--- src/rtl/fir_sym_mc.sv ---
// Multi-channel symmetric FIR filter built around one shared pre-add/multiply/accumulate unit,
// with runtime-loadable coefficients, valid/ready on both sides and a rounded, saturated result.
module fir_sym_mc #(
   parameter int WL     = 14,
   parameter int CW     = 14,
   parameter int TAPS   = 37,
   parameter int NCH    = 2,
   parameter int OUT_WL = 20,
   parameter int SHIFT  = 13,
   localparam int F     = (TAPS + 1) / 2,
   localparam int CHW   = (NCH > 1) ? $clog2(NCH) : 1,
   localparam int AW    = (F > 1) ? $clog2(F) : 1
) (
   input  logic                     clk,
   input  logic                     rst,
   input  logic                     in_valid,
   output logic                     in_ready,
   input  logic [CHW-1:0]           in_ch,
   input  logic signed [WL-1:0]     in_data,
   output logic                     out_valid,
   input  logic                     out_ready,
   output logic [CHW-1:0]           out_ch,
   output logic signed [OUT_WL-1:0] out_data,
   output logic                     out_sat,
   input  logic                     coef_we,
   input  logic [AW-1:0]            coef_addr,
   input  logic signed [CW-1:0]     coef_wdata
);

   localparam int LW   = (TAPS > 1) ? $clog2(TAPS) : 1;
   localparam int ACCW = WL + CW + 1 + $clog2(F);
   localparam int PW   = WL + CW + 1;
   localparam int EW   = (ACCW + 1 > OUT_WL) ? ACCW + 1 : OUT_WL;
   localparam int SH1  = (SHIFT > 0) ? SHIFT - 1 : 0;

   localparam logic [AW-1:0]         K_LAST = AW'(F - 1);
   localparam logic [AW:0]           F_L    = (AW + 1)'(F);
   localparam logic [CHW:0]          NCH_L  = (CHW + 1)'(NCH);
   localparam logic signed [EW-1:0]  MAXV   = {{(EW - OUT_WL + 1){1'b0}}, {(OUT_WL - 1){1'b1}}};
   localparam logic signed [EW-1:0]  MINV   = ~MAXV;
   localparam logic signed [EW-1:0]  RND    = (SHIFT > 0) ? (EW'(1) <<< SH1) : '0;

   typedef enum logic [1:0] {IDLE, MAC, OUT} state_t;

   state_t                 state;
   logic signed [WL-1:0]   line [NCH][TAPS];
   logic signed [CW-1:0]   coef [F];
   logic [CHW-1:0]         ch_q;
   logic [AW-1:0]          k;
   logic signed [ACCW-1:0] acc;

   logic [LW-1:0]          lo_idx, hi_idx;
   logic signed [WL-1:0]   x_lo, x_hi;
   logic signed [WL:0]     pre;
   logic signed [PW-1:0]   term;
   logic signed [EW-1:0]   rnd_sum, shifted;

   assign in_ready = (state == IDLE);

   // Symmetric pair k and TAPS-1-k share coefficient k; the centre tap is taken alone.
   always_comb begin
      lo_idx  = LW'(k);
      hi_idx  = LW'(TAPS - 1) - LW'(k);
      x_lo    = line[ch_q][lo_idx];
      x_hi    = line[ch_q][hi_idx];
      pre     = (k == K_LAST) ? (WL + 1)'(x_lo) : (WL + 1)'(x_lo) + (WL + 1)'(x_hi);
      term    = PW'(pre) * PW'(coef[k]);
      rnd_sum = EW'(acc) + RND;
      shifted = rnd_sum >>> SHIFT;
   end

   // NOTE: all state in this block uses non-blocking assignments so every register
   // samples its inputs from the same pre-edge values, independent of statement order.
   always_ff @(posedge clk) begin
      if (rst) begin
         state     <= IDLE;
         ch_q      <= '0;
         k         <= '0;
         acc       <= '0;
         out_valid <= 1'b0;
         out_ch    <= '0;
         out_data  <= '0;
         out_sat   <= 1'b0;
         // NOTE: delay lines and coefficients are visible filter state that must read as
         // zero after reset, so these arrays are cleared explicitly rather than left undefined.
         for (int ci = 0; ci < NCH; ci++)
            for (int ti = 0; ti < TAPS; ti++)
               line[ci][ti] <= '0;
         for (int fi = 0; fi < F; fi++)
            coef[fi] <= '0;
      end else begin
         unique case (state)
            IDLE: begin
               if (coef_we && ({1'b0, coef_addr} < F_L))
                  coef[coef_addr] <= coef_wdata;
               if (in_valid) begin
                  // Samples tagged with a channel that does not exist are swallowed.
                  if ({1'b0, in_ch} < NCH_L) begin
                     for (int ti = TAPS - 1; ti > 0; ti--)
                        line[in_ch][ti] <= line[in_ch][ti - 1];
                     line[in_ch][0] <= in_data;
                     ch_q  <= in_ch;
                     k     <= '0;
                     acc   <= '0;
                     state <= MAC;
                  end
               end
            end
            MAC: begin
               acc <= acc + ACCW'(term);
               if (k == K_LAST)
                  state <= OUT;
               else
                  k <= k + AW'(1);
            end
            OUT: begin
               // First OUT cycle formats the finished sum; afterwards hold until accepted.
               if (!out_valid) begin
                  out_valid <= 1'b1;
                  out_ch    <= ch_q;
                  if (shifted > MAXV) begin
                     out_data <= MAXV[OUT_WL-1:0];
                     out_sat  <= 1'b1;
                  end else if (shifted < MINV) begin
                     out_data <= MINV[OUT_WL-1:0];
                     out_sat  <= 1'b1;
                  end else begin
                     out_data <= shifted[OUT_WL-1:0];
                     out_sat  <= 1'b0;
                  end
               end else if (out_ready) begin
                  out_valid <= 1'b0;
                  state     <= IDLE;
               end
            end
            default: state <= IDLE;
         endcase
      end
   end

endmodule

--- config.mk ---
export PLATFORM = sky130hd
export DESIGN_NAME = fir_sym_mc
export DESIGN_NICKNAME = d
export VERILOG_FILES = /design/src/rtl/fir_sym_mc.sv
export SDC_FILE = /design/constraint.sdc
export NUM_CORES = 2
export LEC_CHECK = 0
export CORE_MARGIN = 2
export CORE_UTILIZATION = 25
export CTS_BUF_LIST = sky130_fd_sc_hd__clkbuf_8
export DETAILED_ROUTE_END_ITERATION = 10
export PLACE_DENSITY = 0.35
export SYNTH_ARGS = -nofsm -noshare
export SYNTH_HDL_FRONTEND = slang
export SYNTH_SLANG_ARGS = --single-unit
--- constraint.sdc ---
create_clock -name clk -period 14.1 [get_ports clk]
set_input_delay 2.82 -clock clk [delete_from_list [all_inputs] [get_ports clk]]
set_output_delay 2.82 -clock clk [all_outputs]
set_load 0.01 [all_outputs]
# ---- Word-level counts from Yosys, hierarchy flattened
# Memory sizes are Yosys's and may differ from the RTL's. A register that Yosys moved wholly into a read port is not among the register bits.
# Cells that the tools add are included.
dict set report classes {
  bitwise_logic 3
  mul 1
  n_eq_ne 8
  n_reduce_logical 10
  n_lt_le_gt_ge 5
  muxes 43
  add_sub_neg 5
}
# operator count
set ops {}
lappend ops {{$mux W518} 1}
lappend ops {{$reduce_or A518 Y1} 1}
lappend ops {{$bmux W14 S6} 2}
lappend ops {{$mux W14} 5}
lappend ops {{$pmux W34 S2} 1}
lappend ops {{$mux W20} 2}
lappend ops {{$add A34 B14 Y35 const B} 1}
lappend ops {{$add A34 B29 Y34} 1}
lappend ops {{$mux W34} 1}
lappend ops {{$mul A15 B14 Y29} 1}
lappend ops {{$mux W5} 5}
lappend ops {{$gt A22 B20 Y1 const B} 1}
lappend ops {{$lt A22 B20 Y1 const B} 1}
lappend ops {{$mux W1} 19}
lappend ops {{$add A14 B14 Y15} 1}
lappend ops {{$mux W15} 1}
lappend ops {{$ge A7 B7 Y1 const B} 2}
lappend ops {{$reduce_or A14 Y1} 1}
lappend ops {{$ne A2 B2 Y1 const B} 5}
lappend ops {{$pmux W5 S2} 1}
lappend ops {{$mux W2} 4}
lappend ops {{$not A5 Y7} 1}
lappend ops {{$not A6 Y7} 1}
lappend ops {{$pmux W2 S3} 1}
lappend ops {{other kinds (13)} 15}
dict set report totals {
  output_inout_bits 24
  input_bits 39
  ramBits 1302
  memories 2
  ff_bits 65
}
# name words word_bits read_ports rd_ports_with_merged_regs write_ports line_no
set memory_table {}
lappend memory_table {line 2 518 2 1 2 46} ;# logic signed [WL-1:0] line [NCH][TAPS];
lappend memory_table {coef 19 14 1 1 19 47} ;# logic signed [CW-1:0] coef [F];

# ---- Depth between registers and ports, before layout
dict set report depth {
  depth_word 10
  depth_mapped 48
  depth_no_buf 39
}

# ---- Worst setup path after synthesis
# No wires, ideal clock.
dict set report synth_timing {
  kind {reg2reg}
  startpoint {register k[0]}
  endpoint {register acc[29]}
  t_arrival_ps 11721
  setup_ps 122
  path_stages_with_launch 48
  path_slack_ps 2257
  required_ps 13978
  n_path_buf 9
  path_cell_list {dfxtp_1 -> buf_4 -> buf_4 -> buf_2 -> buf_4 -> buf_2 -> buf_2 -> inv_1 -> ha_1 -> xnor2_1 -> clkbuf_1 -> clkbuf_1 -> mux4_2 -> nand2_1 -> nand3_1 -> a32o_1 -> ha_1 -> inv_1 -> [12 not listed] -> inv_1 -> fa_1 -> inv_1 -> fa_1 -> fa_1 -> fa_1 -> inv_1 -> fa_1 -> inv_1 -> ha_1 -> a21o_1 -> a31o_2 -> a221o_1 -> a22oi_1 -> o21ai_0 -> a21oi_1 -> mux2i_1 -> nand3_1}
}
dict set report synth_between {
  elab_chain_cells 10
  word_cells_on_any_way 15
  classes_between {add/sub (3); mul (1); eq/ne (1); mux (8); bitwise (2)}
}
# element line_no
set synth_lines {}
lappend synth_lines {{start: declaration} 49} ;# logic [AW-1:0] k;
lappend synth_lines {{start signal: assignment} 114} ;# k <= k + AW'(1);
lappend synth_lines {{$sub A6 B5 Y6} 63} ;# hi_idx = LW'(TAPS - 1) - LW'(k);
lappend synth_lines {{$not A6 Y7 (not written as such)} 65} ;# x_hi = line[ch_q][hi_idx];
lappend synth_lines {{$bmux W14 S6} 65}
lappend synth_lines {{$mux W14 (not written as such) (2 in series)} 65}
lappend synth_lines {{$add A14 B14 Y15} 66} ;# pre = (k == K_LAST) ? (WL + 1)'(x_lo) : (WL + 1)'(x_lo) + (WL + 1)'(x_hi);
lappend synth_lines {{$mux W15 *} 66}
lappend synth_lines {{$mul A15 B14 Y29 *} 67} ;# term = PW'(pre) * PW'(coef[k]);
lappend synth_lines {{$add A34 B29 Y34 *} 110} ;# acc <= acc + ACCW'(term);
lappend synth_lines {{$pmux W34 S2 *} 92} ;# unique case (state)
lappend synth_lines {{end signal: assignment} 110}
lappend synth_lines {{end: declaration} 50} ;# logic signed [ACCW-1:0] acc;
# Mark *: on every way between the ends. The rest lies on a longest branch, timed or not. The select of a mux whose other input is x is not followed.
# A chain may end at the register's enable or synchronous reset.

# ---- Worst setup path in the final report
dict set report layout_timing {
  startpoint {register k[0]}
  endpoint {register acc[33]}
}
# The elaborated chain is that of the path after synthesis.

==> impl_metrics.py <==
metrics = {
    "min_path": {
        "hp-class": "flip-flop to flip-flop",
    },
    "floorplan": {
        "core_area_mm2": 0.324,
        "die_area_mm2": 0.329,
        "fp.dieW_um": 574,
        "die_h_um": 574,
        "rows": 209,
        "ios": 63,
        "start_util_pct": 25.1,
    },
    "cells_and_area": {
        "syn2layout_area_growth_pct": 14.8,
        "final_cell_area_mm2": 0.0932,
        "nets": 6265,
        "nFillCells": 33100,
        "drive_gt1_share_pct": 16.9,
        "layoutNonFillerInstCount": 10400,
    },
    "logic_synthesis": {
        "async_flop_share_pct": 0,
        "ys_top_cells_by_area": "edfxtp_1, mux4_2, fa_1, a21o_1, and2_1",
        "synth_cells": 5516,
        "ys_warn_count": 0,
        "ys.flop_type": "edfxtp_1",
        "syn-cell-area_mm2": 0.0812,
        "yosysTopAreaCell": "edfxtp_1",
        "ys_top_cells_by_count": "edfxtp_1, and2_1, a21o_1",
        "yosysMostFrequentCell": "edfxtp_1",
        "synth_edf_count": 1470,
        "syn_avg_cell_area_um2": 14.7,
        "ys_types": 69,
        "ys_seq_area_share_pct": 56.5,
        "synth-seq-cells": 1555,
        "synth_top_area_share_pct": 54.4,
    },
    "sta": {
        "relSlewSlack_pct": 24.9,
        "max_freq_ghz": 0.0805,
        "maxSlewViolCount": 0,
        "rsz0062_at_grt": "no",
        "setup_violations": 0,
        "min_period_ns": 12.43,
        "clock-skew-final_ns": 0.0591,
        "finalSetupTns_ns": 0,
        "hold_viol": 0,
        "finalCritPeriodShare_pct": 88.1,
        "tightest_slew_ns": 1.13,
    },
    "setup_path": {
        "reg2regPathDepth": 34,
        "start_kind": "flip-flop",
        "cpPeakStageDelay_ns": 1.02,
        "critPathMaxFanout": 51,
        "cp.required_ns": 14.96,
        "cp-endpoint": "acc[33]$_SDFFE_PP0P_",
        "end_kind": "flip-flop",
        "cp_slowest_cell": "ha_4",
        "r2r_start": "k[0]$_SDFFE_PP0P_",
        "worstReg2RegEnd": "acc[33]$_SDFFE_PP0P_",
        "critPathLaunch": "k[0]$_SDFFE_PP0P_",
        "rrSetupSlack_ns": 1.67,
        "crit_arrival_ns": 13.28,
        "path_class": "flip-flop to flip-flop",
    },
    "clock_tree": {
        "cts_hold_buf": 0,
        "cts_max_level": 5,
        "worstSkewPairLatency_ns": 0.99,
        "cts.clk_slew.worst_paths_ns": 0.06,
        "clkSinkCount": 1555,
        "cts_buffer_depth": 4,
        "clock-root-buffer": "clkbuf_8",
        "cts_resized": 0,
        "cts_setup_buffers": 0,
        "cts-buffers-inserted": 307,
        "cts_tree": "built",
    },
    "grt": {
        "grtUsageTotal_pct": 14.0,
        "grt_pass1_wl_mm": 350,
        "grt-ovfl-total": 0,
        "grt_pass1_vias": 51000,
        "antenna_found_initial": 17,
        "grt_max_degree": 196,
    },
    "detailed_routing": {
        "drt-total-wl_mm": 233,
        "ant_nets": 0,
        "vias_per_cell": 4.52,
        "drtIter0Drc": 2932,
        "num_vias": 47000,
        "first_pass_iters": 5,
        "wl_per_cell_um": 22.4,
        "route.detailed.drc": 0,
    },
    "place": {
        "place_area_mm2": 0.0876,
        "dp_cells": 9852,
        "finalWeightedCongestion": 0.750,
        "hpwlAfterDp_mm": 143,
        "numPortBuffers": 62,
    },
    "power": {
        "max-vdd-ir-drop_mv": 0.333,
        "power.density_mw_per_mm2": 193,
        "leakage_nw": 38.3,
    },
    "job": {
        "cap_violations": 0,
    },
    "status": {
        "status": "finished, final reports clean",
    },
}
==> per-layer routing <==
| layer | up-vias | wire length, µm | global-route usage [%] |
|---|---|---|---|
| met2 | 962 | 108000 | 22.3 |
| met5 | - | 12 | 0 |
| met4 | 2 | 6090 | 3.91 |
| li1 | 20900 | - | - |
| met1 | 24700 | 108000 | 19.7 |
| met3 | 384 | 10600 | 2.37 |
==> flip-flops by register name (all words and copies together) (netlist names), named ones only <==
signal	flops
out_data	20
k	5
out_valid	1
state	2
coef	448
out_sat	1
line	1036
out_ch	1
acc	34
ch_q	1
==> cells in the final DEF, fill, tap and decap left out, types with 93 or more instances in the layout <==
cell,count
conb_1,182
buf_4,93
nor2_1,396
a21o_1,519
edfxtp_1,1470
nand2_1,241
mux4_2,481
fa_1,278
and2_1,568
clkbuf_8,325
inv_1,489
ha_1,111
==> report_power, final <==
| part | internal (mW) | switching, mW |
|---|---|---|
| Sequential | 5.35 | 0.157 |
| Clock | 2.25 | 2.09 |
| Combinational | 3.40 | 4.73 |
| Total | 11.0 | 6.98 |
==> worst min-delay path by stage <==
stage                               from                         to  slack [ns]  cells past startpoint
2_1_floorplan          ch_q$_SDFFE_PP0P_        out_ch$_SDFFE_PP0P_        0.43                      2
6_report        coef[18][1]$_SDFFE_PP0P_   coef[18][1]$_SDFFE_PP0P_        0.48                      1
3_5_place_dp    coef[18][1]$_SDFFE_PP0P_   coef[18][1]$_SDFFE_PP0P_        0.47                      1
4_1_cts           line[1][192]$_DFFE_PP_     line[1][178]$_DFFE_PP_        0.47                      1
5_1_grt        coef[18][13]$_SDFFE_PP0P_  coef[18][13]$_SDFFE_PP0P_        0.50                      1
3_3_place_gp    coef[18][1]$_SDFFE_PP0P_   coef[18][1]$_SDFFE_PP0P_        0.46                      1
==> cell type report <==
class                   count  area [µm²]  area share (%)
repair buffers            168        1590            1.71
diodes                      1        2.50         0.00269
inverters                 385        1450            1.55
well taps                4325        5410            5.81
flip-flops and latches   1555       45900            49.2
multi-input cells        3419       33200            35.7
clock inverters           217        1130            1.21
clock buffers             325        4470            4.80
==> cells by family (layout without fill, tap and decap cells) <==
group,after synthesis,in the layout,share of synthesized area (%)
xor+xnor,65,65,0.701
simple gates,1440,1440,9.04
flops,1555,1555,56.5
compound gates,784,784,6.96
buf+inv,723,1095,3.57
fa+ha+maj,390,390,8.58
mux,558,558,14.7
other cells,1,183,0.00462
==> per-stage QoR <==
step	worst slack [ns]	utilization, %	hold slack, ns	power, mW
final	1.67	28.8	0.480	18.0
after CTS	1.63	28.8	0.474	18.3
after global routing	0.903	28.8	0.498	19.6
after global placement	1.69	27.0	0.463	13.9
after detailed placement	1.66	27.0	0.473	13.8
after floorplan	2.26	-	0.432	11.6
==> worst max-delay path: cells and delay by family, from the launching register on <==
family          cells  cell delay [ns]
flops               1             0.95
compound gates     15             5.25
mux                 1             0.17
fa+ha+maj           9             4.65
simple gates        2             0.17
buf+inv             7             1.10
Note: power is estimated with default switching activity, not from simulation.
